--- src/rtl/gb_mbc_mapper.sv ---
// gb_mbc_mapper: Game Boy cartridge mapper (none/MBC1/MBC2/MBC3/MBC5) to SDRAM pages.
// Define MBC3_RTC_EN to build the MBC3 real-time clock; otherwise rtc_do reads 8'hFF.
module gb_mbc_mapper #(
  parameter int ROM_BANK_W = 9,
  parameter int RAM_BANK_W = 4
) (
  input  logic                  clk_sys,
  input  logic                  reset,
  input  logic                  ce_cpu,
  input  logic [2:0]            mbc_type,
  input  logic [15:0]           cart_addr,
  input  logic                  cart_wr,
  input  logic [7:0]            cart_di,
  input  logic [ROM_BANK_W-1:0] rom_mask,
  input  logic [RAM_BANK_W-1:0] ram_mask,
  input  logic                  rtc_tick,
  output logic [ROM_BANK_W+1:0] page,
  output logic                  ram_en,
  output logic                  ram_wr,
  output logic                  rtc_sel,
  output logic [7:0]            rtc_do
);

  localparam logic [2:0] MBC1 = 3'd1;
  localparam logic [2:0] MBC2 = 3'd2;
  localparam logic [2:0] MBC3 = 3'd3;
  localparam logic [2:0] MBC5 = 3'd4;

  logic is_m1, is_m2, is_m3, is_m5, is_map;
  logic [1:0] zone;
  logic ctl_wr, ram_area, ram_en_hit, m2_bank_hit;

  assign is_m1  = mbc_type == MBC1;
  assign is_m2  = mbc_type == MBC2;
  assign is_m3  = mbc_type == MBC3;
  assign is_m5  = mbc_type == MBC5;
  assign is_map = is_m1 | is_m2 | is_m3 | is_m5;

  assign zone     = cart_addr[14:13];
  assign ctl_wr   = ce_cpu & cart_wr & ~cart_addr[15] & is_map;
  assign ram_area = cart_addr[15:13] == 3'b101;

  // MBC2 splits 0000-3FFF on A8 instead of on A13
  assign ram_en_hit  = is_m2 ? (~cart_addr[14] & ~cart_addr[8])
                             : (zone == 2'b00);
  assign m2_bank_hit = is_m2 & ~cart_addr[14] & cart_addr[8];

  logic       ram_en_q;
  logic       sel_q;
  logic [4:0] m1_bank;
  logic [1:0] m1_upper;
  logic       m1_mode;
  logic [3:0] m2_bank;
  logic [6:0] m3_bank;
  logic [1:0] m3_ram;
  logic [2:0] rtc_idx;
  logic [8:0] m5_bank;
  logic [3:0] m5_ram;

  always_ff @(posedge clk_sys or posedge reset) begin
    if (reset) begin
      ram_en_q <= 1'b0;
      sel_q    <= 1'b0;
      m1_bank  <= 5'd1;
      m1_upper <= 2'd0;
      m1_mode  <= 1'b0;
      m2_bank  <= 4'd1;
      m3_bank  <= 7'd1;
      m3_ram   <= 2'd0;
      rtc_idx  <= 3'd0;
      m5_bank  <= 9'd1;
      m5_ram   <= 4'd0;
    end else if (ctl_wr) begin
      if (ram_en_hit)
        ram_en_q <= cart_di[3:0] == 4'hA;
      unique case (1'b1)
        is_m1: begin
          case (zone)
            2'b01: m1_bank <= (cart_di[4:0] == 5'd0) ? 5'd1
                                                     : cart_di[4:0];
            2'b10: m1_upper <= cart_di[1:0];
            2'b11: m1_mode <= cart_di[0];
            default: ;
          endcase
        end
        is_m2: begin
          if (m2_bank_hit)
            m2_bank <= (cart_di[3:0] == 4'd0) ? 4'd1
                                              : cart_di[3:0];
        end
        is_m3: begin
          case (zone)
            2'b01: m3_bank <= (cart_di[6:0] == 7'd0) ? 7'd1
                                                     : cart_di[6:0];
            2'b10: begin
              if (cart_di <= 8'h03) begin
                m3_ram <= cart_di[1:0];
                sel_q  <= 1'b0;
              end else if (cart_di >= 8'h08 && cart_di <= 8'h0C) begin
                rtc_idx <= cart_di[2:0] - 3'd0;
                sel_q   <= 1'b1;
              end
            end
            default: ;
          endcase
        end
        is_m5: begin
          case (zone)
            2'b01: begin
              if (cart_addr[12])
                m5_bank[8] <= cart_di[0];
              else
                m5_bank[7:0] <= cart_di;
            end
            2'b10: m5_ram <= cart_di[3:0];
            default: ;
          endcase
        end
        default: ;
      endcase
    end
  end

  logic [8:0]            rom_raw;
  logic [3:0]            ram_raw;
  logic [ROM_BANK_W-1:0] rom_b;
  logic [RAM_BANK_W-1:0] ram_b;

  always_comb begin
    rom_raw = 9'd0;
    ram_raw = 4'd0;
    unique case (1'b1)
      is_m1: begin
        rom_raw = {2'b00, (m1_mode ? 2'b00 : m1_upper), m1_bank};
        ram_raw = {2'b00, (m1_mode ? m1_upper : 2'b00)};
      end
      is_m2: rom_raw = {5'd0, m2_bank};
      is_m3: begin
        rom_raw = {2'd0, m3_bank};
        ram_raw = {2'd0, m3_ram};
      end
      is_m5: begin
        rom_raw = m5_bank;
        ram_raw = m5_ram;
      end
      default: ;
    endcase
  end

  assign rom_b = ROM_BANK_W'(rom_raw);
  assign ram_b = RAM_BANK_W'(ram_raw);

  logic [ROM_BANK_W+1:0] page_c;

  always_comb begin
    page_c = '0;
    if (!is_map)
      page_c = {{ROM_BANK_W{1'b0}}, cart_addr[14:13]};
    else if (cart_addr[15:14] == 2'b00)
      page_c = {1'b0, {ROM_BANK_W{1'b0}}, cart_addr[13]};
    else if (cart_addr[15:14] == 2'b01)
      page_c = {1'b0, rom_b & rom_mask, cart_addr[13]};
    else if (ram_area)
      page_c = {1'b1, {(ROM_BANK_W+1-RAM_BANK_W){1'b0}},
                ram_b & ram_mask};
  end

  assign page    = reset ? '0 : page_c;
  assign ram_en  = ram_en_q;
  assign rtc_sel = sel_q;
  assign ram_wr  = ce_cpu & cart_wr & ram_en_q & ram_area & ~sel_q;

`ifdef MBC3_RTC_EN
  logic [5:0] sec, min;
  logic [4:0] hr;
  logic [8:0] day;
  logic       halt, carry;
  logic [5:0] l_sec, l_min;
  logic [4:0] l_hr;
  logic [8:0] l_day;
  logic       l_halt, l_carry;
  logic       armed, latch_wr, do_latch;
  logic       rtc_load, adv, sec_w, min_w, hr_w;
  logic [7:0] rtc_val;

  assign rtc_load = ce_cpu & cart_wr & ram_area & ram_en_q & sel_q;
  assign adv      = rtc_tick & ~halt & ~rtc_load;
  assign sec_w    = sec >= 6'd59;
  assign min_w    = min >= 6'd59;
  assign hr_w     = hr >= 5'd23;
  assign latch_wr = ctl_wr & is_m3 & (zone == 2'b11);
  assign do_latch = latch_wr & armed & (cart_di == 8'h01);

  always_ff @(posedge clk_sys or posedge reset) begin
    if (reset) begin
      sec   <= 6'd0;
      min   <= 6'd0;
      hr    <= 5'd0;
      day   <= 9'd0;
      halt  <= 1'b0;
      carry <= 1'b0;
    end else if (rtc_load) begin
      case (rtc_idx)
        3'd0: sec <= cart_di[5:0];
        3'd1: min <= cart_di[5:0];
        3'd2: hr <= cart_di[4:0];
        3'd3: day[7:0] <= cart_di;
        3'd4: begin
          day[8] <= cart_di[0];
          halt   <= cart_di[6];
          carry  <= cart_di[7];
        end
        default: ;
      endcase
    end else if (adv) begin
      sec <= sec_w ? 6'd0 : sec + 6'd1;
      if (sec_w)
        min <= min_w ? 6'd0 : min + 6'd1;
      if (sec_w & min_w)
        hr <= hr_w ? 5'd0 : hr + 5'd1;
      if (sec_w & min_w & hr_w) begin
        day <= day + 9'd1;
        if (day == 9'd511)
          carry <= 1'b1;
      end
    end
  end

  // latch fires only on 00 immediately followed by 01 in 6000-7FFF
  always_ff @(posedge clk_sys or posedge reset) begin
    if (reset) begin
      armed   <= 1'b0;
      l_sec   <= 6'd0;
      l_min   <= 6'd0;
      l_hr    <= 5'd0;
      l_day   <= 9'd0;
      l_halt  <= 1'b0;
      l_carry <= 1'b0;
    end else if (latch_wr) begin
      armed <= cart_di == 8'h00;
      if (do_latch) begin
        l_sec   <= sec;
        l_min   <= min;
        l_hr    <= hr;
        l_day   <= day;
        l_halt  <= halt;
        l_carry <= carry;
      end
    end
  end

  always_comb begin
    rtc_val = 8'hFF;
    case (rtc_idx)
      3'd0: rtc_val = {2'b00, l_sec};
      3'd1: rtc_val = {2'b00, l_min};
      3'd2: rtc_val = {3'b000, l_hr};
      3'd3: rtc_val = l_day[7:0];
      3'd4: rtc_val = {l_carry, l_halt, 5'b00000, l_day[8]};
      default: rtc_val = 8'hFF;
    endcase
  end

  assign rtc_do = reset ? 8'h00 : rtc_val;

  logic addr_unused;
  assign addr_unused = ^{cart_addr[11:9], cart_addr[7:0]};
`else
  assign rtc_do = reset ? 8'h00 : 8'hFF;

  logic rtc_unused;
  assign rtc_unused = ^{rtc_tick, rtc_idx,
                        cart_addr[11:9], cart_addr[7:0]};
`endif

endmodule

--- config.mk ---
export PLATFORM = sky130hd
export DESIGN_NAME = gb_mbc_mapper
export DESIGN_NICKNAME = d
export VERILOG_FILES = /design/src/rtl/gb_mbc_mapper.sv
export SDC_FILE = /design/constraint.sdc
export NUM_CORES = 1
export LEC_CHECK = 0
export ABC_AREA = 1
export BUFFER_PORTS_ARGS = -buffer_cell sky130_fd_sc_hd__buf_4
export CAP_MARGIN = 20
export CORE_ASPECT_RATIO = 0.6
export CORE_MARGIN = 4
export CORE_UTILIZATION = 51
export CTS_CLUSTER_SIZE = 8
export DETAILED_ROUTE_END_ITERATION = 10
export PLACE_DENSITY = 0.84
export SYNTH_ARGS = -nofsm -noshare
export SYNTH_HDL_FRONTEND = slang
export SYNTH_SLANG_ARGS = --single-unit
--- constraint.sdc ---
create_clock -name clk_sys -period 2.39 [get_ports clk_sys]
set_input_delay 0.5975 -clock clk_sys [delete_from_list [all_inputs] [get_ports clk_sys]]
set_output_delay 0.5975 -clock clk_sys [all_outputs]
set_load 0.03 [all_outputs]
# Word level (Yosys, flattened, before mapping)
# Cells that the tools add are included.
[op_classes] n_bitwise=19 mux=16 n_eq_ne=10 n_lt_le_gt_ge=3 n_reduce_logical=18
[op_table] cell="11-bit 2-to-1 mux" n=5
[op_table] cell="9-bit case mux with 4 select lines" n=1
[op_table] cell="3-bit AND reduction" n=6
[op_table] cell="4-bit AND reduction" n=4
[op_table] cell="4-bit case mux with 3 select lines" n=1
[op_table] cell="1-bit bitwise AND" n=9
[op_table] cell="9-bit bitwise AND" n=1
[op_table] cell="8-bit by 4-bit greater-or-equal comparator with 1-bit output, second input constant" n=1
[op_table] cell="8-bit by 2-bit less-or-equal comparator with 1-bit output, second input constant" n=1
[op_table] cell="8-bit by 4-bit less-or-equal comparator with 1-bit output, second input constant" n=1
[op_table] cell="8-bit 2-to-1 mux" n=1
[op_table] cell="7-bit logical NOT" n=1
[op_table] cell="7-bit 2-to-1 mux" n=1
[op_table] cell="3-bit by 2-bit equality test with 1-bit output, second input constant" n=2
[op_table] cell="3-bit equality test, second input constant" n=2
[op_table] cell="5-bit logical NOT" n=1
[op_table] cell="5-bit 2-to-1 mux" n=1
[op_table] cell="1-bit inverter" n=5
[op_table] cell="4-bit bitwise AND" n=1
[op_table] cell="2-bit by 1-bit equality test with 1-bit output, second input constant" n=2
[op_table] cell="2-bit equality test, second input constant" n=2
[op_table] cell="4-bit equality test, second input constant" n=1
[op_table] cell="2-bit logical NOT" n=2
[op_table] cell="4-bit logical NOT" n=1
[op_table] cell="8 further kinds" n=13
[totals] word_cells=77 register_bits=36 out_inout_bits=22 inputBits=45

# Logic depth before layout (Yosys ltp)
[logic_depth] depth_word=8 depth_mapped=10 mapped_depth_nobuf=9

# Least setup slack after synthesis
# No wires, ideal clock.
[synth_timing] kind="input to output" start="in reset" end="out page[1]" arrival_time_ns=2.219 slack_ns=-0.426 path_stages=3 path_cell_list="inv_1 nand2_1 nor2_1"
[synth_via] elab_chain_len=1
[synth_lines] element="from (decl)" line_no="8" source="input logic reset,"
[synth_lines] element="11-bit 2-to-1 mux" line_no="168" source="assign page = reset ? '0 : page_c;"
[synth_lines] element="to (decl)" line_no="17" source="output logic [ROM_BANK_W+1:0] page,"
# No other way between the ends.

# Worst setup path after layout
[layout_timing] start="in mbc_type[2]" end="out page[7]"
[layout_via] elab_chain_len=7 elab_cells_between_ends=13 cone_classes="eq/ne (4); mux (5); bitwise (4)"
[layout_lines] element="from (decl)" line_no="10" source="input logic [2:0] mbc_type,"
[layout_lines] element="3-bit equality test, or another cell as far along" line_no="36" source="assign is_m5 = mbc_type == MBC5;"
[layout_lines] element="9-bit case mux with 4 select lines" line_no="132" source="unique case (1'b1)"
[layout_lines] element="9-bit bitwise AND" line_no="162" source="page_c = {1'b0, rom_b & rom_mask, cart_addr[13]};"
[layout_lines] element="11-bit 2-to-1 mux" line_no="161" source="else if (cart_addr[15:14] == 2'b01)"
[layout_lines] element="11-bit 2-to-1 mux" line_no="159" source="else if (cart_addr[15:14] == 2'b00)"
[layout_lines] element="11-bit 2-to-1 mux (*)" line_no="157" source="if (!is_map)"
[layout_lines] element="11-bit 2-to-1 mux (*)" line_no="168"
# Mark *: on every way between the ends. The rest lies on a longest branch, timed or not.

==> run summary <==
Cell area after synthesis: 2170 µm²
Crit Path Max Fanout: 6
DR WL/cell: 15.06 µm
Hold Fails Final Rpt: 0
ANT cells: 0
First-pass GRT wire length: 9770 µm
Crit path kind: input pin to primary output
Hold Crit Class: register to register
Dpl cell area: 2648 µm²
TritonCTS clock tree: built
Core area: 4099 µm²
Die height: 58.52 µm
Slew HR: 76.17%
Worst hold slack: 0.4815 ns
Distinct cell type count after synthesis: 23
Initial antenna violation count: 0
H-Tree Depth: 2
CTS root buf: clkbuf_8
Number of port buffers: 54
Post-synthesis sequential area ratio: 41.75%
Layout Skew: 0 ns
DR DRC count: 0
Global route overflow: 0
Worst-Margin Slew: 0.3562 ns
Inserted Clock Buffers: 5
Largest family of logic cells by synthesized area: simple AND/OR/NAND/NOR gates
Commonest non-fill, non-tap cell in the layout: nand2_1
Total Routing Usage GR: 23.79%
DR iter-0 viols: 188
Crit path launch type: input pin
Final core occ: 67.89%
Maxcap violations: 0
Final wirelength: 6130 µm
Finished Cell Area: 2783 µm²
LEAKAGE: 1.399 nW
# clock sinks: 36
Std-Cell Rows: 18
Io pins: 67
Synth Area in XOR/XNOR: 0%
TritonRoute pass-1 iters: 5
Post-synthesis simple-gate area fraction: 33.79%
Pin count of the biggest net entering global routing: 17
Final Cycle Share: 96.10%
TNS Setup: 0 ns
RSZ-0062 raised after global routing: false
Final min period: 2.297 ns
Most frequent cells in the layout: nand2_1 (91), buf_4 (63), dfrtp_1 (32)
Synth Area in Adders: 0%
Share of cells above drive strength 1: 32.85%
FF/Latch Area: 905.9 µm²
Worst EP arrival: 1.70 ns
Nets: 391
Worst endpoint required time: 1.79 ns
Placed wire-length estimate: 4629 µm
Mux contribution to synthesized area: 0%
Pwr Density: 490.6 nW/µm²
Yosys warns: 0
Starting Density: 52.93%
Vias in the first global route: 2014
Synth Area in Compound Gates: 15.63%
Register bit total from synthesis: 36
Slew Limit Fails: 0
Drt via density: 5.445
Critical Path Sink Type: primary output
Fillers: 346
Worst-Skew Late Latency: 0.30 ns
Avg Cell Area, Syn: 7.613 µm²
Die Wd: 92.20 µm
Die ar.: 5396 µm²
Area occupied by multi-input gates: 1097 µm²
Routed Antenna Nets: 0
Final Setup Violations: 0
Status: completed
# hold bufs at CTS: 0
Maximum operating frequency: 435.4 MHz
Clock transition at path regs: 0.08 ns
Mapped Cells: 285
Max Root-Sink Buffers: 2
Synth Net Count: 330
Worst vdd ir: 0.0003395 V
Layout area overhead: 28.26%
Via count: 2216
GP Congestion: 0.9102
-- cell families after synthesis --
group | Yosys count
compound gates | 53
buf+inv | 37
flops | 36
simple gates | 159
-- per-layer routing --
| layer | share of wire [%] | track usage, % |
|---|---|---|
| met1 | 45 | 34.14 |
| met2 | 44 | 36.83 |
| met3 | 9.8 | 6.258 |
| met4 | 2.1 | 4.651 |
| met5 | 0 | 0 |
-- registers in the layout, indices dropped and copies added (netlist names) --
signal,cells
m5_bank,9
m3_bank,7
m1_bank,5
m2_bank,4
m5_ram,4
m1_upper,2
m3_ram,2
m1_mode,1
ram_en,1
rtc_sel,1
-- report_power, final --
group | switching [mW] | internal (mW)
logic | 0.145 | 0.0911
clock network | 0.243 | 0.236
registers | 0.0152 | 0.635
-- cells in the mapped netlist (all sizes together) --
| cell type | count | share of area [%] |
|---|---|---|
| o21ai | 38 | 12 |
| o21bai | 2 | 0.69 |
| nor2 | 25 | 5.9 |
| dfrtp | 32 | 37 |
| nand4 | 7 | 2.0 |
| clkinv | 1 | 0.17 |
| a31oi | 5 | 1.4 |
| a21oi | 7 | 1.6 |
| o31ai | 1 | 0.35 |
| nand3 | 23 | 5.5 |
| nor3 | 4 | 0.92 |
| nand2 | 100 | 19 |
| inv | 25 | 4.3 |
| buf | 11 | 4.3 |
| dfstp | 4 | 4.8 |
-- critical path, stage by stage --
cell and delay (ns):
buf_4 0.12, buf_4 0.17, nand2_4 0.13, clkinv_1 0.15, buf_4 0.19, nand2_1 0.07
a31oi_2 0.09, buf_4 0.17
-- what timing repair did --
action / in CTS / in global routing
gates cloned: 0 / 0
buffers inserted: 0 / 1
endpoints found under the setup margin: 1 / 3
resized for setup: 1 / 8
pin swaps: 0 / 2
-- final timing paths --
check,endpoint,start,depth (start not counted),slack [ns]
setup / recovery,page[7],mbc_type[2],8,0.09
hold / removal,m5_bank[0],m5_bank[0],2,0.48
setup reg to reg,m1_bank[0],m1_bank[0],2,1.65
hold reg to reg,m5_bank[0],m5_bank[0],2,0.48
max in group asynchronous,m1_bank[0],reset,3,1.55
min in group asynchronous,m3_bank[3],reset,3,0.55
-- per-stage QoR --
step	worst slack (ns)	instances	power, mW
after global placement	0.04687	398	0.8840
after global routing	0.003065	407	1.426
after floorplan	0.01618	285	0.7876
after CTS	0.05620	406	1.365
final	0.09324	407	1.365
after detailed placement	0.009500	398	0.8893
-- cell type report --
class	count	share of cell area, %
flip-flops and latches	36	32.55
repair buffers	65	18.12
multi-input cells	212	39.43
well taps	60	2.698
inverters	26	3.732
clock inverters	2	0.4946
clock buffers	6	2.968
Note: power is estimated with default switching activity, not from simulation.
